--- src/rtl/video_pkg.sv ---
// video_pkg: 720p raster timing defaults and the signed coordinate type
// shared by the timing, sprite and paddle blocks.
package video_pkg;
  localparam int HRES = 1280;
  localparam int HFP = 110;
  localparam int HSW = 40;
  localparam int HBP = 220;
  localparam int VRES = 720;
  localparam int VFP = 5;
  localparam int VSW = 5;
  localparam int VBP = 20;
  localparam int HTOTAL = HRES + HFP + HSW + HBP;
  localparam int VTOTAL = VRES + VFP + VSW + VBP;
  typedef logic signed [11:0] coord_t;
endpackage

--- src/rtl/sync_delay.sv ---
// sync_delay: W-bit wide, D-deep shift register with per-bit asynchronous
// reset values; D=0 is a plain wire.
module sync_delay #(
  parameter int W = 1,
  parameter int D = 1,
  parameter logic [W-1:0] RST_VAL = '0
) (
  input  logic         clk,
  input  logic         rst,
  input  logic [W-1:0] din,
  output logic [W-1:0] dout
);
  if (D == 0) begin : g_pass
    logic unused_clk_rst;
    assign unused_clk_rst = clk ^ rst;
    assign dout = din;
  end else begin : g_sr
    logic [D-1:0][W-1:0] sr_d, sr_q;
    always_comb begin
      sr_d[0] = din;
      for (int i = 1; i < D; i++) sr_d[i] = sr_q[i-1];
    end
    always_ff @(posedge clk or posedge rst)
      if (rst) sr_q <= {D{RST_VAL}};
      else sr_q <= sr_d;
    assign dout = sr_q[D-1];
  end
endmodule

--- src/rtl/video_timing_gen.sv ---
// video_timing_gen: free-running raster counters, frame pulse and
// delay-aligned hsync/vsync/de for the display path.
module video_timing_gen
  import video_pkg::*;
#(
  parameter int HRES = video_pkg::HRES,
  parameter int HFP = video_pkg::HFP,
  parameter int HSW = video_pkg::HSW,
  parameter int HBP = video_pkg::HBP,
  parameter int VRES = video_pkg::VRES,
  parameter int VFP = video_pkg::VFP,
  parameter int VSW = video_pkg::VSW,
  parameter int VBP = video_pkg::VBP,
  parameter bit HS_POL = 1'b1,
  parameter bit VS_POL = 1'b1,
  parameter int SYNC_DLY = 1
) (
  input  logic   pixel_clk,
  input  logic   rst,
  output coord_t hpos,
  output coord_t vpos,
  output logic   fsync,
  output logic   hsync,
  output logic   vsync,
  output logic   de
);
  localparam int H_TOT = HRES + HFP + HSW + HBP;
  localparam int V_TOT = VRES + VFP + VSW + VBP;
  if (H_TOT > 2047 || V_TOT > 2047) begin : g_bad_total
    $error("video_timing_gen: HTOTAL/VTOTAL must not exceed 2047");
  end
  if (SYNC_DLY < 0 || SYNC_DLY > 7) begin : g_bad_dly
    $error("video_timing_gen: SYNC_DLY must be 0..7");
  end
  localparam coord_t H_LAST = coord_t'(H_TOT - 1);
  localparam coord_t V_LAST = coord_t'(V_TOT - 1);
  localparam coord_t H_ACT = coord_t'(HRES);
  localparam coord_t V_ACT = coord_t'(VRES);
  localparam coord_t HS_ON = coord_t'(HRES + HFP);
  localparam coord_t HS_OFF = coord_t'(HRES + HFP + HSW);
  localparam coord_t VS_ON = coord_t'(VRES + VFP);
  localparam coord_t VS_OFF = coord_t'(VRES + VFP + VSW);
  coord_t hpos_d, hpos_q, vpos_d, vpos_q;
  logic fsync_d, fsync_q, hs_raw, vs_raw, de_raw;
  logic [2:0] sync_dly;
  always_comb begin
    hpos_d = (hpos_q == H_LAST) ? '0 : hpos_q + coord_t'(1);
    vpos_d = (hpos_q != H_LAST) ? vpos_q : (vpos_q == V_LAST) ? '0 : vpos_q + coord_t'(1);
    // fsync is registered from the next position so it coincides with (0,VRES)
    fsync_d = (hpos_d == '0) && (vpos_d == V_ACT);
    de_raw = (hpos_q < H_ACT) && (vpos_q < V_ACT);
    hs_raw = (hpos_q >= HS_ON) && (hpos_q < HS_OFF);
    vs_raw = (vpos_q >= VS_ON) && (vpos_q < VS_OFF);
  end
  always_ff @(posedge pixel_clk or posedge rst)
    if (rst) begin
      hpos_q <= '0;
      vpos_q <= '0;
      fsync_q <= 1'b0;
    end else begin
      hpos_q <= hpos_d;
      vpos_q <= vpos_d;
      fsync_q <= fsync_d;
    end
  sync_delay #(.W(3), .D(SYNC_DLY), .RST_VAL(3'b000)) u_sync_delay (
    .clk(pixel_clk),
    .rst(rst),
    .din({hs_raw, vs_raw, de_raw}),
    .dout(sync_dly)
  );
  assign hpos = hpos_q;
  assign vpos = vpos_q;
  assign fsync = fsync_q;
  assign hsync = HS_POL ? sync_dly[2] : ~sync_dly[2];
  assign vsync = VS_POL ? sync_dly[1] : ~sync_dly[1];
  assign de = sync_dly[0];
endmodule
--- config.mk ---
export PLATFORM = sky130hd
export DESIGN_NAME = video_timing_gen
export DESIGN_NICKNAME = d
export VERILOG_FILES = /design/src/rtl/video_pkg.sv /design/src/rtl/sync_delay.sv /design/src/rtl/video_timing_gen.sv
export SDC_FILE = /design/constraint.sdc
export NUM_CORES = 1
export LEC_CHECK = 0
export ABC_AREA = 1
export CAP_MARGIN = 20
export CORE_MARGIN = 3
export CORE_UTILIZATION = 40
export CTS_BUF_LIST = sky130_fd_sc_hd__clkbuf_2 sky130_fd_sc_hd__clkbuf_4 sky130_fd_sc_hd__clkbuf_8
export DETAILED_ROUTE_END_ITERATION = 10
export GPL_ROUTABILITY_DRIVEN = 0
export PLACE_DENSITY = 0.72
export SYNTH_ARGS = -nofsm -noshare
export SYNTH_HDL_FRONTEND = slang
export SYNTH_HIERARCHICAL = 1
export SYNTH_SLANG_ARGS = --single-unit
--- constraint.sdc ---
create_clock -name pixel_clk -period 1.95 [get_ports pixel_clk]
set_clock_uncertainty 0.2 [all_clocks]
set_input_delay 0.195 -clock pixel_clk [delete_from_list [all_inputs] [get_ports pixel_clk]]
set_output_delay 0.195 -clock pixel_clk [all_outputs]
set_load 0.02 [all_outputs]
==> flow_metrics.env <==
export IMPL_syn_mean_instance_area_um2=6.97
export IMPL_tightest_slew_ns=0.343
export IMPL_clk_pin_slew_worst_paths_ns=0.10
export IMPL_cap_violations=0
export IMPL_whs_endpoint="vpos[11]"
export IMPL_finalHoldViolations=0
export IMPL_row_count=24
export IMPL_vias_per_cell=4.89
export IMPL_die_area_mm2=0.00558
export IMPL_rr_endpoint="fsync"
export IMPL_path_cells="ha_1 -> nand2_1 -> nor2_2 -> nand3_2 -> buf_4 -> nand3_1 -> a21boi_1 -> nand2_1 -> nor2_1 -> nand3_1 -> nor2_1"
export IMPL_r2r_cells=11
export IMPL_cpMaxStageDelayCell="dfrtp_1"
export IMPL_place_ws_ns=-0.177
export IMPL_synthesis_nets=278
export IMPL_gr_total_overflow=0
export IMPL_synth_simple_gate_area_share_pct=41.5
export IMPL_clock_fmax_ghz=0.504
export IMPL_cts_buffer_depth=2
export IMPL_synth_top_family_by_area="simple AND/OR/NAND/NOR gates"
export IMPL_cts_htree_levels=1
export IMPL_synth_xor_area_share_pct=1.86
export IMPL_min_path_type="reg -> reg"
export IMPL_die_h_um=74.7
export IMPL_io_pins=30
export IMPL_synth_seq_cells=28
export IMPL_root_buffer="clkbuf_8"
export IMPL_synthCells=271
export IMPL_synthDistinctLibCells=24
export IMPL_antenna_left=0
export IMPL_period_share_pct=102
export IMPL_min_from="vpos[11]"
export IMPL_drt_pass1_iterations=4
export IMPL_start_util_pct=42.5
export IMPL_total_power_uw=964
export IMPL_grt_pass1_wl_um=8430
export IMPL_p_leak_uw=0.00131
export IMPL_groute_usage_overall_pct=19.9
export IMPL_areaGrowthSynthToFinish_pct=36.2
export IMPL_synth_mux_area_share_pct=0
export IMPL_path_delay_family="simple AND/OR/NAND/NOR gates"
export IMPL_vias=1899
export IMPL_reg2reg_from="vpos[0]"
export IMPL_setup_violations=1
export IMPL_r2r_slack_ns=-0.04
export IMPL_num_nets_final=344
export IMPL_min_period_ns=1.99
export IMPL_port_buffers=29
export IMPL_cp_max_fo=5
export IMPL_syn_area_mm2=0.00189
export IMPL_peakVddDrop_mv=0.203
export IMPL_nFillCells=430
export IMPL_crit_buf_inv=1
export IMPL_hold_depth=3
export IMPL_synth_compound_area_share_pct=5.50
export IMPL_path_class="reg -> reg"
export IMPL_cts_sinks=28
export IMPL_die_width_um=74.7
export IMPL_critPathMaxStageDelay_ns=0.45
export IMPL_routed_wl_um=5140
export IMPL_antenna_found_initial=0
export IMPL_status="finished, violations left"
export IMPL_cp_data_arrival_time_ns=2.00
export IMPL_drive_gt1_share_pct=21.1
export IMPL_worstPathRequired_ns=1.97
export IMPL_grt_pass1_vias=1752
export IMPL_synth_fa_ha_area_share_pct=3.31
export IMPL_rsz0062_at_grt="true"
export IMPL_drc=0
export IMPL_power_density_mw_per_mm2=375
export IMPL_grt_max_degree=26
export IMPL_cts_buffers=3
export IMPL_wl_per_cell_um=13.2
export IMPL_startpoint_type="register"
export IMPL_n_antenna_cell=0
export IMPL_core_area_mm2=0.00444
export IMPL_hpwl_um=4040
export IMPL_clk_latency_ns=0.28
export IMPL_relSlewSlack_pct=77.1
export IMPL_synth_warnings=6
export IMPL_drt_iter0_markers=137
export IMPL_cts_tree="yes"
export IMPL_slew_violations=0
export IMPL_cp_end_kind="register"
export IMPL_fin_ws_ns=-0.0358
export IMPL_failed_checks="negative setup slack"
export IMPL_seq_area_frac_synth_pct=37.1
## worst max path at each step
stage	from	to	slack, ns	cells after the start
after CTS	vpos[1]	fsync	0.004	12
after floorplan	hpos[0]	fsync	0.03	11
final	vpos[0]	fsync	-0.04	11
after global routing	hpos[0]	fsync	-0.17	11
after detailed placement	hpos[0]	fsync	-0.18	11
after global placement	hpos[0]	fsync	-0.12	11
## cell usage after synthesis
library cell / count / share of area, %
nand2_1: 75 / 15
nor2_1: 33 / 6.6
o21ai_0: 4 / 1.1
nand3b_1: 2 / 0.79
nand3_4: 1 / 0.93
inv_1: 48 / 9.5
dfrtp_1: 28 / 37
a21oi_1: 10 / 2.7
xnor2_1: 1 / 0.46
a21boi_1: 1 / 0.40
o2111a_1: 1 / 0.60
o211ai_1: 2 / 0.79
nand2_2: 2 / 0.66
xor2_1: 3 / 1.4
nand3_2: 5 / 2.7
nor3_1: 5 / 1.3
nor2_2: 3 / 0.99
inv_2: 6 / 1.2
nand4_1: 6 / 2.0
nor2_4: 7 / 4.2
ha_1: 5 / 3.3
or2_2: 1 / 0.33
nand3_1: 21 / 5.6
nand2_4: 1 / 0.60
## repair_timing
| item | 4_1_cts | 5_1_grt |
|---|---|---|
| gates resized for setup | 4 | 7 |
| endpoints found under the hold margin | 3 | 0 |
| setup buffers | 1 | 1 |
| endpoints found under the setup margin | 1 | 3 |
| hold buffers | 1 | 0 |
| cloned | 1 | 0 |
| pin swaps | 3 | 3 |
## power by group
group / switching (µW) / internal [µW] / total [µW]
combinational: 12.6 / 4.68 / 17.3
sequential: 0 / 580 / 580
clock: 186 / 181 / 367
## registers in the layout, summed over array words and instances (netlist names)
| register | cells |
|---|---|
| hpos | 12 |
| fsync | 1 |
| vpos | 12 |
| u_sync_delay/dout | 3 |
## stage by stage
step / hold WS, ns / cells / TNS [ns] / utilization (%) / area (µm²)
after CTS: 0.430 / 387 / 0 / 57.3 / 2550
final: 0.430 / 388 / -0.0358 / 57.9 / 2570
after global routing: 0.463 / 388 / -0.185 / 57.9 / 2570
after floorplan: -0.251 / 271 / 0 / - / 1890
after detailed placement: 0.201 / 380 / -0.177 / 55.2 / 2450
after global placement: 0.201 / 380 / -0.122 / 55.2 / 2450
## cells in the final DEF, fill, tap and decap left out, drive strengths merged
cell and count:
inv 54, a21oi 10, dfrtp 28, buf 30
nand3b 2, o211ai 2, ha 5, a21boi 1
clkbuf 4, nor3 5, nand3 28, nor2 43
nand2 78, o2111a 1, xor2 3, dlygate4sd3 1
xnor2 1, o21ai 4, clkdlybuf4s50 29, or2 1
nand4 6
## kinds of logic (layout without fill, tap and decap cells)
family,after synthesis,count (layout)
and+or+nand+nor,162,163
buffers and inverters,54,118
DFF,28,28
AOI/OAI and AO/OA,18,18
adders and majority gates,5,5
xor gates and xnor gates,4,4
## final cells by class
cell class / instances / area, µm² / area share [%]
Multi-Input combinational cell: 190 / 1020 / 39.7
Sequential cell: 28 / 703 / 27.3
Timing Repair Buffer: 60 / 526 / 20.4
Inverter: 54 / 203 / 7.88
Tap cell: 52 / 65.1 / 2.53
Clock buffer: 4 / 55.1 / 2.14
## tightest hold or removal path: cells and delay by family, from the launching register on
family | cells | cell delay [ns]
AND/OR/NAND/NOR | 2 | 0.17
flip-flops | 1 | 0.39
buffers and inverters | 1 | 0.05
## routing by layer
layer | GRT usage [%] | routed length (µm)
met1 | 28.1 | 2390
met2 | 31.5 | 2380
met3 | 2.80 | 284
met4 | 6.72 | 86
met5 | 0 | 0
(Power assumes the default switching activity.)
